[config.mk]
export PLATFORM = sky130hd
export DESIGN_NAME = universal_shift_reg
export DESIGN_NICKNAME = d
export VERILOG_FILES = /design/src/rtl/universal_shift_reg.sv
export SDC_FILE = /design/constraint.sdc
export NUM_CORES = 1
export LEC_CHECK = 0
export CAP_MARGIN = 40
export CORE_UTILIZATION = 35
export DETAILED_ROUTE_END_ITERATION = 10
export PLACE_DENSITY = 0.66
export SETUP_SLACK_MARGIN = 0.1
export SLEW_MARGIN = 20
export SYNTH_ARGS = -nofsm -noshare
export SYNTH_HDL_FRONTEND = slang
export SYNTH_SLANG_ARGS = --single-unit
[constraint.sdc]
create_clock -name clk -period 2.55 [get_ports clk]
set_input_delay 0.51 -clock clk [delete_from_list [all_inputs] [get_ports clk]]
set_output_delay 0.51 -clock clk [all_outputs]
set_load 0.1 [all_outputs]
[src/rtl/universal_shift_reg.sv]
// WIDTH-bit universal shift register: hold, shift left/right, parallel load, serial I/O both ends.
// Saturating shift counter with done flag. Define USHREG_ROTATE_EN to make both shift modes rotate.
module universal_shift_reg #(
    parameter int unsigned            WIDTH     = 8,
    parameter logic [WIDTH-1:0]       RESET_VAL = '0
) (
    input  logic                         clk,
    input  logic                         rst,
    input  logic                         en,
    input  logic [1:0]                   mode,
    input  logic [WIDTH-1:0]             d,
    input  logic                         sin_l,
    input  logic                         sin_r,
    output logic [WIDTH-1:0]             q,
    output logic                         sout_l,
    output logic                         sout_r,
    output logic [$clog2(WIDTH+1)-1:0]   shift_cnt,
    output logic                         done
);

    localparam int unsigned CW = $clog2(WIDTH + 1);

    typedef enum logic [1:0] {
        MODE_HOLD = 2'b00,
        MODE_SHL  = 2'b01,
        MODE_SHR  = 2'b10,
        MODE_LOAD = 2'b11
    } mode_t;

    mode_t            mode_e;
    logic [WIDTH-1:0] reg_d, reg_q;
    logic [CW-1:0]    cnt_d, cnt_q;
    logic [WIDTH-1:0] shl_val, shr_val;
    logic [CW-1:0]    cnt_next;

    assign mode_e = mode_t'(mode);

`ifdef USHREG_ROTATE_EN
    logic unused_sin;
    assign unused_sin = sin_l ^ sin_r;
    assign shl_val    = {reg_q[WIDTH-2:0], reg_q[WIDTH-1]};
    assign shr_val    = {reg_q[0], reg_q[WIDTH-1:1]};
`else
    assign shl_val    = {reg_q[WIDTH-2:0], sin_r};
    assign shr_val    = {sin_l, reg_q[WIDTH-1:1]};
`endif

    // Counter tracks shift operations regardless of direction and sticks at WIDTH.
    assign cnt_next = (cnt_q == CW'(WIDTH)) ? cnt_q : cnt_q + CW'(1);

    always_comb begin
        reg_d = reg_q;
        cnt_d = cnt_q;
        if (en) begin
            case (mode_e)
                MODE_HOLD: begin
                    reg_d = reg_q;
                    cnt_d = cnt_q;
                end
                MODE_SHL: begin
                    reg_d = shl_val;
                    cnt_d = cnt_next;
                end
                MODE_SHR: begin
                    reg_d = shr_val;
                    cnt_d = cnt_next;
                end
                MODE_LOAD: begin
                    reg_d = d;
                    cnt_d = '0;
                end
                default: begin
                    reg_d = reg_q;
                    cnt_d = cnt_q;
                end
            endcase
        end
    end

    always_ff @(posedge clk) begin
        if (!rst) begin
            reg_q <= RESET_VAL;
            cnt_q <= '0;
        end else begin
            reg_q <= reg_d;
            cnt_q <= cnt_d;
        end
    end

    assign q         = reg_q;
    assign sout_l    = reg_q[WIDTH-1];
    assign sout_r    = reg_q[0];
    assign shift_cnt = cnt_q;
    assign done      = (cnt_q == CW'(WIDTH));

endmodule

=== Yosys cells after proc, flatten, opt, wreduce, memory -nomap -nowiden ===
Cells that the tools add are included.

* Flip-flop bits (word level): 12
* Bits of input ports: 15
* Output and inout port bits: 15
* Logic and storage cells: 16

* $add $sub $neg: 1
* Eq/ne operators: 5
* Multiplexer cells: 3
* Bitwise operators: 1
* Reductions and logical operators: 4

{| class="wikitable"
|+ Operators with widths
! cell !! count
|-
| $pmux W8 S3 || 1
|-
| $pmux W4 S2 || 1
|-
| $add A4 B1 Y4 const B || 1
|-
| $eq A2 B2 Y1 const B || 2
|-
| $eq A4 B4 Y1 const B || 1
|-
| $mux W4 || 1
|-
| $reduce_and A3 Y1 || 1
|-
| $eq A2 B1 Y1 const B || 1
|-
| $logic_not A2 Y1 || 1
|-
| $ne A2 B2 Y1 const B || 1
|-
| $reduce_and A2 Y1 || 1
|-
| $reduce_or A2 Y1 || 1
|-
| $not A1 Y1 || 1
|}

=== Depth between registers and ports, before layout ===
Gate-level depths: netlist (run 1).

* Depth in word-level cells: 4
* Gate-level depth with buffers: 6

=== Least setup slack after synthesis (run 1) ===
Ideal clock, no wire load.

* Kind: register to output
* From: reg cnt_q[3], in the netlist shift_cnt[3]
* To: out done
* Arrival time: 2.357 ns
* Required time: 2.040 ns
* Slack: -0.317 ns
* Cell stages (with the launch flop): 3
* Buffers on the path: 0
* Path through: dfxtp_1 -> nand2_1 -> nor2_1

* Cells in the longest elaborated chain, start to end: 1

{| class="wikitable"
|+ Ends and longest elaborated chain
! item !! line !! RTL
|-
| start, declared || 32 || <nowiki>logic [CW-1:0] cnt_d, cnt_q;</nowiki>
|-
| start signal, assigned || 86 || <nowiki>cnt_q <= cnt_d;</nowiki>
|-
| $eq A4 B4 Y1 || 94 || <nowiki>assign done = (cnt_q == CW'(WIDTH));</nowiki>
|-
| end, declared || 18 || <nowiki>output logic done</nowiki>
|}

No other way between the ends.

=== Worst setup path in the final report (run 1) ===
* From: in mode[1]
* To: reg cnt_q[1], in the netlist shift_cnt[1]

* Cells in the longest elaborated chain, start to end: 4

{| class="wikitable"
|+ Ends and longest elaborated chain
! item !! line !! RTL
|-
| start, declared || 10 || <nowiki>input logic [1:0] mode,</nowiki>
|-
| $eq A2 B2 Y1 or $eq A2 B1 Y1 (tied branches) || 55 || <nowiki>case (mode_e)</nowiki>
|-
| $reduce_or A2 Y1 (no line) || n/a ||
|-
| $ne A2 B2 Y1 (no line) || n/a ||
|-
| $reduce_and A3 Y1 (no line) || n/a ||
|}

Parallel ways exist; a longest one is shown, timed or not.
A chain may end at the register's enable or synchronous reset.

==> results.toml, run 1 <==
[critical_path]
reg2reg_slack_ns = 0.94
r2r_start = "shift_cnt[0]$_SDFFE_PN0P_"
rr_worst_depth = 5
cp.arrival_ns = 2.15
cp_max_fo = 8
start_kind = "primary input"
r2r_end = "shift_cnt[1]$_SDFFE_PN0P_"
end_kind = "flip-flop"
worst_ep_required_time_ns = 2.77
cpMaxStageDelayCell = "or4b_1"
path_cells = "clkdlybuf4s50_1, inv_1, ha_1, nand2b_1, or4b_1, a21boi_1"
crit_type = "in2reg"
slowest_delay_ns = 0.53

[timing]
rsz0062_at_grt = "no"
hold_viol = 0
slew_viol_final = 0
tns_ns = 0
finalCritPeriodShare_pct = 75.47
tightest_slew_ns = 0.5465
setup_viol = 0
relSlewSlack_pct = 63.57
fin_skew_ns = 0.002729
fin_crit_ns = 1.925
fmax_mhz = 519.6

[drt]
vias_per_cell = 5.221
drt_pass1_iterations = 4
drt_wl_total_um = 1635
vias = 710
remaining_drc_errors = 0
wire_per_inst_um = 12.02
drt_iter0_markers = 8
drtAntennaViolNets = 0

[placed_design]
dp_hpwl_um = 1145
gp_congestion = 0.7004
port_buffers = 29

[pwr]
ir_worst_vdd_v = 0.0004493
clockPowerShare_pct = 28.1
p_per_area_mw_per_mm2 = 574.5
switchingPower_mw = 0.2253
pwr-share-seq_pct = 37.2
finalPower_mw = 0.5686
sw_frac_of_total_pct = 39.63
combPwrFrac_pct = 34.7
p_int_mw = 0.3432
p_leak_nw = 0.3984

[cts]
cts_root_buf = "clkbuf_4"
htree_levels = 1
cts.sinks = 12
clk_path_buf_depth = 2
hold_buffers = 0
cts_buffers = 3
cts_resized = 0
cts_tree = "done"
clk_pin_slew_ns = 0.08
clk-insertion-delay-late_ns = 0.28
cts_setup_buffers = 0

[logic_synthesis]
synth_top_cell_area_share_pct = 35.56
synth_cell_types = 20
synth_area_leaders = "dfxtp_1 (36%), ha_1 (9.3%), a22oi_1 (8.9%), a31oi_1 (8.3%), o21ai_0 (8.1%)"
syn_area_per_cell_um2 = 8.341
synth_seq_area_share_pct = 35.56
syn_area_um2 = 675.6
yosysWarnings = 0
ys_ff_latch = 12
syn_nets = 101
synth_top_area_cell = "dfxtp_1"
synthCells = 81

[worst_hold_path]
hold_class = "reg2reg"
holdPathStages = 2
holdPathEnd = "q[3]$_SDFFE_PN0P_"
worstHoldStart = "q[2]$_SDFFE_PN0P_"

[global_route]
grt_util_met1_pct = 24.05
grt_use_met3_pct = 7.143
grt_pass1_wl_um = 2594
antenna_found_initial = 0
grt_max_degree = 17
grt_usage_pct = 17.69
use_met2_pct = 24.51
top_usage_layer = "met2"
overflow = 0
grt_pass1_vias = 577

[layout]
most-common-layout-cells = "buf_4 (18), clkdlybuf4s50_1 (14), dfxtp_1 (12), o21ai_0 (11)"
drive_gt1_share_pct = 22.52
antennaDiodeCount = 0
area_growth_syn_to_layout_pct = 46.48
final_nets = 132
layout_commonest_cell = "buf_4"

[floorplanning]
io_pins = 30
die_y_um = 45.94
rows = 15
start_util_pct = 38.30
die_w_um = 45.94
fp.coreArea_mm2 = 0.001764
die_area_mm2 = 0.002110

[run_status]
outcome = "finished, final reports clean"

[job]
maxCapViolations = 0
[synth_stat cells, drive strengths merged]
cell type and count:
buf 3, a31oi 9, nand3 1, and4b 1, clkbuf 3, dfxtp 12, o31ai 1, a22oi 8
inv 4, nand2b 2, ha 5, or4 3, nand2 9, nor2b 1, nor2 3, a21boi 4
or4b 1, o21ai 11
[flip-flops by register name, summed over array words and instances (netlist names)]
signal     flops
q              8
shift_cnt      4
[logic make-up (layout without fill, tap and decap cells)]
| family | after synthesis | after routing | share of synthesized area [%] |
|---|---|---|---|
| AO/OA/AOI/OAI | 33 | 33 | 30.93 |
| adder cells (fa/ha/maj) | 5 | 5 | 9.259 |
| buffers and inverters | 10 | 40 | 6.850 |
| flip-flops | 12 | 12 | 35.56 |
| AND/OR/NAND/NOR | 21 | 21 | 17.41 |
[per-layer routing]
layer,vias to the layer above,share of wire (%)
met5,-,0
met4,0,1.3
met3,2,5.1
met2,20,44
met1,328,49
li1,360,-
[worst max-delay path by stage]
stage	startpoint	end	slack, ns	cells past startpoint
4_1_cts	mode[0]	shift_cnt[1]$_SDFFE_PN0P_	0.62	6
3_5_place_dp	mode[0]	shift_cnt[1]$_SDFFE_PN0P_	0.33	6
5_1_grt	mode[0]	shift_cnt[0]$_SDFFE_PN0P_	0.52	6
6_report	mode[1]	shift_cnt[1]$_SDFFE_PN0P_	0.63	6
2_1_floorplan	shift_cnt[3]$_SDFFE_PN0P_	done	0.10	2
3_3_place_gp	mode[0]	shift_cnt[1]$_SDFFE_PN0P_	0.32	6
[critical path, delay by kind of cell]
kind	cells	cell delay (ns)
AND/OR/NAND/NOR	2	0.76
buffers and inverters	2	0.55
adder cells (fa/ha/maj)	1	0.18
AO/OA/AOI/OAI	1	0.14
[power groups by stage]
stage / Clock (mW) / Sequential, mW / Combinational [mW]
2_1_floorplan: 0 / 0.297 / 0.0614
3_3_place_gp: 0 / 0.216 / 0.197
3_5_place_dp: 0 / 0.216 / 0.198
4_1_cts: 0.161 / 0.211 / 0.198
5_1_grt: 0.174 / 0.214 / 0.208
6_report: 0.160 / 0.211 / 0.197
[per-stage QoR]
step	worst slack, ns	std cells	instance area, um^2	util (%)	hold WS, ns
3_5_place_dp	0.3265	132	953.4	54.04	0.5028
6_report	0.6255	136	989.7	56.10	0.5127
4_1_cts	0.6158	136	989.7	56.10	0.5170
5_1_grt	0.5189	136	989.7	56.10	0.5450
2_1_floorplan	0.1022	81	678.2	-	0.6483
3_3_place_gp	0.3244	132	953.4	54.04	0.4983
[layout make-up]
cell class                 count  area, um^2
fill                         182       774.5
multi-input combinational     59       391.6
timing repair buffer          32       275.3
sequential                    12       240.2
clock buffer                   4       36.28
tap                           25       31.28
inverter                       4       15.01
Power figures use the tool's default switching activity.
==> inputs of run 2 (changes only) <==
==> constraint.sdc (replaced) <==
create_clock -name clk -period 1.95 [get_ports clk]
set_input_delay 0.39 -clock clk [delete_from_list [all_inputs] [get_ports clk]]
set_output_delay 0.39 -clock clk [all_outputs]
set_load 0.1 [all_outputs]
==> results.toml, run 2 (synthesized netlist as in run 1, its figures left out) <==
[timing]
tns_ns = 0
slew_viol_final = 0
whs_ns = 0.5058
relSlewSlack_pct = 74.73
fin_skew_ns = 0.004518
fin_crit_ns = 1.806
setup_viol = 0
finalCritPeriodShare_pct = 92.61
hold_viol = 0
rsz0062_at_grt = "yes"
fmax_mhz = 553.7
tightest_slew_ns = 0.3779

[run_status]
outcome = "finished, final reports clean"

[layout]
largest_reg_flops = 8
final_cells = 143
antennaDiodeCount = 0
area_growth_syn_to_layout_pct = 62.78
num-fill-cells = 180
drive_gt1_share_pct = 31.36
layout_commonest_cell = "buf_4"
final_nets = 139
most-common-layout-cells = "buf_4 (22), clkdlybuf4s50_1 (14), o21ai_0 (11), nand2_1 (9), a31oi_1 (9)"

[pwr]
ir_worst_vdd_v = 0.0004046
clockPowerShare_pct = 27.2
switchingPower_mw = 0.2971
sw_frac_of_total_pct = 39.20
pwr-share-seq_pct = 36.4
combPwrFrac_pct = 36.3
p_per_area_mw_per_mm2 = 689.2
p_leak_nw = 0.4482
p_int_mw = 0.4609

[cts]
hold_buffers = 0
cts.sinks = 12
htree_levels = 1
cts_resized = 0
clk_pin_slew_ns = 0.08
clk_path_buf_depth = 2
cts_setup_buffers = 0
cts_tree = "done"
cts_buffers = 3
cts_root_buf = "clkbuf_4"
clk-insertion-delay-late_ns = 0.28

[job]
maxCapViolations = 0

[floorplanning]
io_pins = 30
die_y_um = 45.94
fp.coreArea_mm2 = 0.001764
rows = 15
die_w_um = 45.94
start_util_pct = 38.30
die_area_mm2 = 0.002110

[global_route]
grt_pass1_vias = 606
antenna_found_initial = 0
overflow = 0
grt_max_degree = 17
grt_usage_pct = 18.36
grt_pass1_wl_um = 2746

[critical_path]
end_kind = "flip-flop"
cp_max_fo = 5
crit_type = "in2reg"
start_kind = "primary input"
cp.arrival_ns = 2.01
worst_ep_required_time_ns = 2.16

[drt]
drt_pass1_iterations = 5
drt_iter0_markers = 18
wire_per_inst_um = 12.92
vias_per_cell = 5.182
vias = 741
drtAntennaViolNets = 0
remaining_drc_errors = 0
drt_wl_total_um = 1848

[placed_design]
gp_congestion = 0.7744
dp_hpwl_um = 1293
port_buffers = 29
place_inst = 139

[worst_hold_path]
hold_class = "reg2reg"
[run 2: cell types whose count changed in the layout (fill, tap and decap cells not counted), sizes merged]
cell  previous run  this run
buf             18        25
[run 2: power groups by stage]
stage	Clock, mW	Sequential [mW]	Combinational [mW]
after global routing	0.227	0.279	0.290
after global placement	0	0.282	0.271
after floorplan	0	0.388	0.0801
after CTS	0.207	0.276	0.274
after detailed placement	0	0.281	0.273
final	0.207	0.276	0.275
[run 2: worst paths after layout]
kind,start,end,slack (ns),cells past startpoint
setup / recovery,mode[0],shift_cnt[2]$_SDFFE_PN0P_,0.14,6
hold / removal,shift_cnt[3]$_SDFFE_PN0P_,shift_cnt[3]$_SDFFE_PN0P_,0.51,2
setup reg to reg,shift_cnt[0]$_SDFFE_PN0P_,shift_cnt[2]$_SDFFE_PN0P_,0.43,5
hold reg to reg,shift_cnt[3]$_SDFFE_PN0P_,shift_cnt[3]$_SDFFE_PN0P_,0.51,2
[run 2: routing by layer]
metal  wire [um]  vias up  GRT usage (%)
met5           0        -              0
met3         107        2          2.381
met2         858       33          30.14
li1            -      372              -
met1         869      334          23.39
met4          13        0          8.824
[run 2: per-stage QoR]
stage               cell area, um^2  util [%]  setup slack, ns  power, mW
finish                         1100     62.34           0.1440     0.7580
global route                   1100     62.34          0.09886     0.7965
CTS                            1092     61.91           0.1097     0.7571
detailed placement             1056     59.86          -0.1491     0.5541
global placement               1056     59.86          -0.1257     0.5528
floorplan                     690.7         -           0.1218     0.4682
[run 2: worst max-delay path, stage by stage]
cell	delay [ns]
clkdlybuf4s50_1	0.48
inv_1	0.06
ha_1	0.28
and4b_4	0.22
or4_1	0.47
a21boi_1	0.12
[run 2: cell type report]
cell class	instances	area, um^2	area share (%)
clock buffers	4	36.28	3.299
inverters	4	15.01	1.365
multi-input cells	59	404.1	36.75
well taps	25	31.28	2.844
flip-flops and latches	12	247.7	22.53
repair buffers	39	365.4	33.22
==> inputs of run 3 (changes only) <==
--- a/config.mk
+++ b/config.mk
@@ -5,7 +5,7 @@
 export SDC_FILE = /design/constraint.sdc
 export NUM_CORES = 1
 export LEC_CHECK = 0
-export CAP_MARGIN = 40
+export CAP_MARGIN = 20
 export CORE_UTILIZATION = 35
 export DETAILED_ROUTE_END_ITERATION = 10
 export PLACE_DENSITY = 0.66
==> results of run 3 <==
The final DEF is identical to that of run 2; final timing and power are the same.
